File: config.mk
export PLATFORM = sky130hd
export DESIGN_NAME = jtframe_bank_arb
export DESIGN_NICKNAME = d
export VERILOG_FILES = /design/src/rtl/jtframe_bank_arb.sv
export SDC_FILE = /design/constraint.sdc
export NUM_CORES = 1
export LEC_CHECK = 0
export ABC_AREA = 1
export BUFFER_PORTS_ARGS = -buffer_cell sky130_fd_sc_hd__buf_4
export CORE_MARGIN = 2
export CORE_UTILIZATION = 45
export DETAILED_ROUTE_END_ITERATION = 8
export PLACE_DENSITY = 0.78
export SLEW_MARGIN = 20
export SYNTH_ARGS = -nofsm -noshare
export SYNTH_HDL_FRONTEND = slang
export SYNTH_SLANG_ARGS = --single-unit
export TNS_END_PERCENT = 1
File: constraint.sdc
create_clock -name clk -period 1.9 [get_ports clk]
set_input_delay 0 -clock clk [delete_from_list [all_inputs] [get_ports clk]]
set_output_delay 0 -clock clk [all_outputs]
set_load 0.01 [all_outputs]
File: src/rtl/jtframe_bank_arb.sv
// Round-robin arbiter sharing one SDRAM bank read port among four clients.
// Define JTFRAME_BANK_ARB_TOUT_EN to add a watchdog and the sticky tout_err output.
module jtframe_bank_arb #(
  parameter int AW   = 22,
  parameter int TOUT = 255
) (
  input  logic          clk,
  input  logic          rst_n,
  input  logic [3:0]    cl_req,
  input  logic [4*AW-1:0] cl_addr,
  output logic [3:0]    cl_ack,
  output logic [3:0]    cl_dst,
  output logic [3:0]    cl_dok,
  output logic [3:0]    cl_rdy,
  output logic [AW-1:0] ba_addr,
  output logic          ba_rd,
  input  logic          ba_ack,
  input  logic          ba_dst,
  input  logic          ba_dok,
  input  logic          ba_rdy,
  output logic [1:0]    gnt,
`ifdef JTFRAME_BANK_ARB_TOUT_EN
  output logic          tout_err,
`endif
  output logic          busy
);

  typedef enum logic [1:0] {IDLE, WAIT_ACK, WAIT_RDY} state_t;

  state_t        state_q, state_d;
  logic [1:0]    ptr_q, ptr_d;
  logic [1:0]    gnt_q, gnt_d;
  logic [AW-1:0] addr_q, addr_d;
  logic          rd_q, rd_d;
  logic          tout;
  logic          done;
  logic [2:0]    pick_res;
  logic [3:0]    mask;

  // Returns {found, index} of the first requester at or after p, wrapping 3->0.
  function automatic logic [2:0] pick(input logic [3:0] req, input logic [1:0] p);
    logic [1:0] idx;
    pick = 3'b000;
    for (int i = 3; i >= 0; i--) begin
      idx = p + 2'(i);
      if (req[idx]) pick = {1'b1, idx};
    end
  endfunction

  assign pick_res = pick(cl_req, ptr_q);

`ifdef JTFRAME_BANK_ARB_TOUT_EN
  localparam int CW = $clog2(TOUT + 1);
  logic [CW-1:0] cnt_q, cnt_d;
  logic          err_q, err_d;

  // Counter sits at zero in IDLE; ba_rd drops on the edge where it would reach TOUT.
  assign tout  = busy && (cnt_q == CW'(TOUT - 1));
  assign cnt_d = (state_q == IDLE) ? '0 : cnt_q + 1'b1;
  assign err_d = err_q | tout;
  assign tout_err = err_q;

  always_ff @(posedge clk or negedge rst_n) begin
    if (!rst_n) begin
      cnt_q <= '0;
      err_q <= 1'b0;
    end else begin
      cnt_q <= cnt_d;
      err_q <= err_d;
    end
  end
`else
  assign tout = 1'b0;
`endif

  always_comb begin
    state_d = state_q;
    ptr_d   = ptr_q;
    gnt_d   = gnt_q;
    addr_d  = addr_q;
    rd_d    = rd_q;
    done    = 1'b0;
    case (state_q)
      IDLE: begin
        if (pick_res[2]) begin
          gnt_d   = pick_res[1:0];
          addr_d  = cl_addr[int'(pick_res[1:0])*AW +: AW];
          rd_d    = 1'b1;
          state_d = WAIT_ACK;
        end
      end
      WAIT_ACK: begin
        if (ba_ack) begin
          rd_d = 1'b0;
          if (ba_rdy) done = 1'b1;
          else        state_d = WAIT_RDY;
        end
      end
      WAIT_RDY: begin
        if (ba_rdy) done = 1'b1;
      end
      default: begin
        state_d = IDLE;
        rd_d    = 1'b0;
      end
    endcase
    if (tout) done = 1'b1;
    if (done) begin
      state_d = IDLE;
      rd_d    = 1'b0;
      ptr_d   = gnt_q + 2'd1;
    end
  end

  always_ff @(posedge clk or negedge rst_n) begin
    if (!rst_n) begin
      state_q <= IDLE;
      ptr_q   <= 2'd0;
      gnt_q   <= 2'd0;
      addr_q  <= '0;
      rd_q    <= 1'b0;
    end else begin
      state_q <= state_d;
      ptr_q   <= ptr_d;
      gnt_q   <= gnt_d;
      addr_q  <= addr_d;
      rd_q    <= rd_d;
    end
  end

  // Bank strobes are routed only to the granted client, and never while idle.
  assign busy    = (state_q != IDLE);
  assign mask    = busy ? (4'b0001 << gnt_q) : 4'b0000;
  assign cl_ack  = mask & {4{ba_ack}};
  assign cl_dst  = mask & {4{ba_dst}};
  assign cl_dok  = mask & {4{ba_dok}};
  assign cl_rdy  = mask & {4{ba_rdy | tout}};
  assign ba_addr = addr_q;
  assign ba_rd   = rd_q;
  assign gnt     = gnt_q;

endmodule

# Word level (Yosys, flattened, before mapping)
# Cells that the tools add are included.
[totals]
register_bits = 29
in_bits = 98
out_inout_bits = 42
wordCells = 56
[classes]
n_addsub = 4
multipliers = 1
magnitude_cmp = 4
eq_ne = 6
shifts = 2
muxes = 25
n_bitwise = 4
n_reduce_logical = 5
[ops]
columns = ["cell", "count"]
rows = [
  ["$shiftx 88x8->22", 1],
  ["$and 4x4->4", 4],
  ["$lt 2x3->1 const B", 4],
  ["$mux 3", 4],
  ["$mux 1", 9],
  ["$ne 3x3->1 const B", 3],
  ["$bmux 1 s2", 4],
  ["$mux 2", 4],
  ["$mul 2x4->6 const B", 1],
  ["$pmux 2 s3", 1],
  ["$add 2x1->2 const B", 2],
  ["$add 2x2->2 const B", 2],
  ["$mux 4", 1],
  ["$reduce_and 4->1", 1],
  ["$shl 1x2->4 const A", 1],
  ["$pmux 1 s3", 1],
  ["$reduce_and 3->1", 1],
  ["$eq 2x1->1 const B", 1],
  ["$eq 2x2->1 const B", 1],
  ["$logic_not 2->1", 1],
  ["$ne 2x2->1 const B", 1],
  ["$pmux 1 s2", 1],
  ["$reduce_and 2->1", 1],
  ["$reduce_bool 2->1", 1],
]

# Logic depth before layout (Yosys ltp)
[depth]
word_depth = 10
ltp_mapped = 15
ltp_nobuf = 13

# Least setup slack after synthesis
# No wires, ideal clock.
[synth_path]
path_kind = "reg-to-reg"
from = "reg ptr_q[0]"
to = "reg addr_q[0] (netlist: ba_addr[0])"
setup_ns = 0.124
arrival_time_ns = 1.545
required_time_ns = 1.776
slack_ns = 0.231
path_stages_with_launch = 13
n_path_buf = 2
period_less_slack_ns = 1.669
cell_sequence = "dfrtp_1 buf_6 inv_4 nand2_1 nand2_1 nand2_1 nor2_1 o21ai_2 a21boi_4 nor2_4 buf_6 nand2_1 nand3_1"
[synth_between]
elab_chain_cells = 9
word_cells_on_any_way = 18
classes_between = "add/sub: 3; mul: 1; shift: 1; mux: 12; reduce/logical: 1"
[synth_rtl]
columns = ["item", "line_no", "source"]
rows = [
  ["start: declaration", "31", "logic [1:0] ptr_q, ptr_d;"],
  ["start signal: assignment", "124", "ptr_q <= ptr_d;"],
  ["$add 2x2->2", "45", "idx = p + 2'(i);"],
  ["$bmux 1 s2", "46", "if (req[idx]) pick = {1'b1, idx};"],
  ["$mux 1 (implied by the code)", "46", ""],
  ["$mux 3 (3 in a row)", "46", ""],
  ["$mux 3 *", "46", ""],
  ["$mul 2x4->6", "87", "addr_d = cl_addr[int'(pick_res[1:0])*AW +: AW];"],
  ["$shiftx 88x8->22", "87", ""],
  ["end signal: assignment", "126", "addr_q <= addr_d;"],
  ["end: declaration", "33", "logic [AW-1:0] addr_q, addr_d;"],
]
# Mark *: on every way between the ends. The rest lies on a longest branch, timed or not. The select of a mux whose other input is x is not followed.
# A chain may end at the register's enable or synchronous reset.

# Worst setup path after layout
[layout_path]
from = "reg ptr_q[0]"
to = "reg addr_q[19] (netlist: ba_addr[19])"
# The elaborated chain is that of the path after synthesis.

==> metrics.txt <==
core area=around 0.0054 sq mm; HPWL after detailed placement=5776 microns; Residual DRC=0; first-pass GRT wire length=approximately 12,000 microns; vias in the first global route=roughly 2,800; Final Core Density=72.30%; YS warnings=0; crit path max fanout=13; WS Path Type=register to register; Initial DRC Count=166; worst slew pin tran=~0.39 ns; Post-DP Area=~0.0036 sq mm; Final Critical Period=1.869 ns; max_slew headroom=73.66%; Seq/Total Area, Yosys=roughly 29%; syn avg cell area=just over 6 sq um; hold wc startpoint=cl_addr[12]; worst r2r path cells=13; Final Setup Violations=0; PD cells=about 1900 mW/mm^2; max_cap viols=0; DIE AREA=between 0.006 and 0.007 sq mm; H-tree Lvls=2; growth of design area from synthesis to finish=56.68%; # rows=27; Die Y=around 80 microns; IO Port Bufs=roughly 140; clock sinks=29; Skew-Pair Late Insertion Delay=~0.28 ns; WP data required=2.06 ns; Power Total=~7300 uW; status=finished, final reports clean; Crit-path slowest cell=dfrtp_2; Root Driver=clkbuf_8; Distinct cells, synth=26; Reg2Reg Capture Point=ba_addr[19]; hold crit path type=input port to register; antenna diode count=0; max incr delay on CP=about 0.46 ns; io pins=140; Vias per Instance=approximately 4.8; critical path cell sequence=inv_4 > nand2_2 > nand3_1 > nand2_2 > nand3_4 > nand2_2 > nand2_4 > nand2_8 > buf_12 > nand2_1 > nand2_1 > nand2_1 > nand3_1; DR pass1 iterations=4; CTS tree=yes; Initial Utilization=46.15%; Detail Route Antenna Nets=0; post-route clock period utilization=between 90% and 100%; Crit path arrival time=a little over 2 ns; RSZ-0062 raised after global routing=yes; routed vias=about 3,000; grt ovf=0; Min Hold Slack=0.005934 ns; Synth Register Bits=29; overall routing resource usage=approximately a quarter; endpoint with the worst hold slack=ba_addr[12]; Post-Syn Area=around 0.0025 sq mm; Post-Syn Nets=around 520; WL final=7720 microns; fmax=about 0.54 GHz; hold depth=5; Startpoint Class=register; Fin. Hold Viols=0; CTS Buf Count=5; max-slew violation total from the final report=0; post-route cell area=just under 0.004 sq mm; fill count=around 450; Worst VDD drop=roughly 1.2 mV; Die Wd=about 79 microns; WL per Instance=roughly 12 microns; Placer Congestion=0.9012; Post-Syn Instances=between 400 and 500; fin nets=670; Final Skew=0.003421 ns; Worst R2R Start=ptr_q[0]; CTS clk-pin slew, worst paths=approximately 0.060 ns; pin count of the biggest net entering global routing=30; crit path capture type=register; layout cells sized above 1=34.63%; leakage=between 0.002 and 0.0025 uW; initial antenna violation count=0; worst-case clock buffer depth=2; r2r setup slk=about 0.031 ns
[power breakdown]
part / internal (uW) / leakage, uW / total [uW] / switching [uW]
Clock: 427 / 0.0000585 / 664 / 237
Combinational: 2360 / 0.00196 / 5470 / 3110
Sequential: 955 / 0.000353 / 1170 / 212
[layout by cell type (no fill, tap or decap), types with 2 or more instances in the layout]
cell type      instances
a21oi_1                4
buf_12                 3
buf_4                149
buf_6                  2
clkbuf_16              2
clkbuf_8               6
dfrtp_1               27
dfrtp_2                2
dlygate4sd3_1          2
ha_1                   7
inv_1                 49
inv_4                  2
nand2_1              200
nand2_2               10
nand2_4                4
nand3_1               51
nand3_2                3
nand3_4                2
nor2_1                22
nor2_4                 2
o21ai_0                4
[metrics by stage]
stage	TNS, ns	setup WS, ns	std cells
after floorplan	0	0.2314	412
after global placement	0	0.07051	619
after detailed placement	-0.3574	-0.06113	619
after CTS	0	0.04217	629
after global routing	-0.6797	-0.09716	638
final	0	0.03096	638
[layer usage]
layer  share of wire, %  global-route usage (%)  wire [microns]  vias up
met5                  0                       0               0        -
met1                 39                   26.11            3007     1336
met3                8.4                   5.632             649       19
met2                 50                   43.16            3887      128
li1                   -                       -               -     1556
met4                2.3                   7.719             176        0
[worst max-delay path, delay by kind of cell (launching register included)]
kind                   cells  cell delay [ns]
buffers and inverters      2             0.26
DFF                        1             0.46
and+or+nand+nor           11             1.01
[cell type report]
cell class | instances | area, sq um | area share [%]
multi-input combinational | 316 | 1496 | 38.05
timing repair buffer | 159 | 1286 | 32.71
sequential | 29 | 728.2 | 18.52
inverter | 54 | 215.2 | 5.472
tap | 72 | 90.09 | 2.291
clock buffer | 7 | 86.33 | 2.195
clock inverter | 1 | 30.03 | 0.7636
[synth_stat cells, drive strengths merged]
library cell  instances  area [sq um]
dfrtp                29         725.7
nand3                56         315.3
nor2                 24         100.1
inv                  53         204.0
clkinv                1         3.750
ha                    7         87.58
o21ai                 7         38.78
nand2               214         867.1
a21boi                1         18.77
clkbuf                1         3.750
nand3b                1         7.510
a21oi                 5         28.78
buf                  13         108.9
[logic make-up after synthesis]
group	after synthesis	synth area share, %
DFF	29	28.91
and+or+nand+nor	295	51.40
adders and majority gates	7	3.489
AOI/OAI and AO/OA	13	3.440
buffers and inverters	68	12.76
[timing repair]
action                     4_1_cts  5_1_grt
cloned                           0        3
hold buffers                     2        0
setup endpoints to repair       13       25
setup buffers                    0        6
hold endpoints to repair        30        0
resized for setup                2       14
pin swaps                        0        7
[flip-flops by register name (all words and copies together), names as in the netlist]
name     cells
gnt          2
ba_addr     22
ptr_q        2
state_q      2
ba_rd        1
[worst max path at each step]
| stage | start | end | slack [ns] |
|---|---|---|---|
| after detailed placement | ptr_q[0] | ba_addr[19] | -0.06 |
| after global routing | ptr_q[0] | gnt[0] | -0.1 |
| final | ptr_q[0] | ba_addr[19] | 0.03 |
| after global placement | ptr_q[0] | ba_addr[19] | 0.07 |
| after CTS | ptr_q[0] | ba_addr[19] | 0.04 |
| after floorplan | ptr_q[0] | ba_addr[0] | 0.23 |
Note: power is estimated with default switching activity, not from simulation.
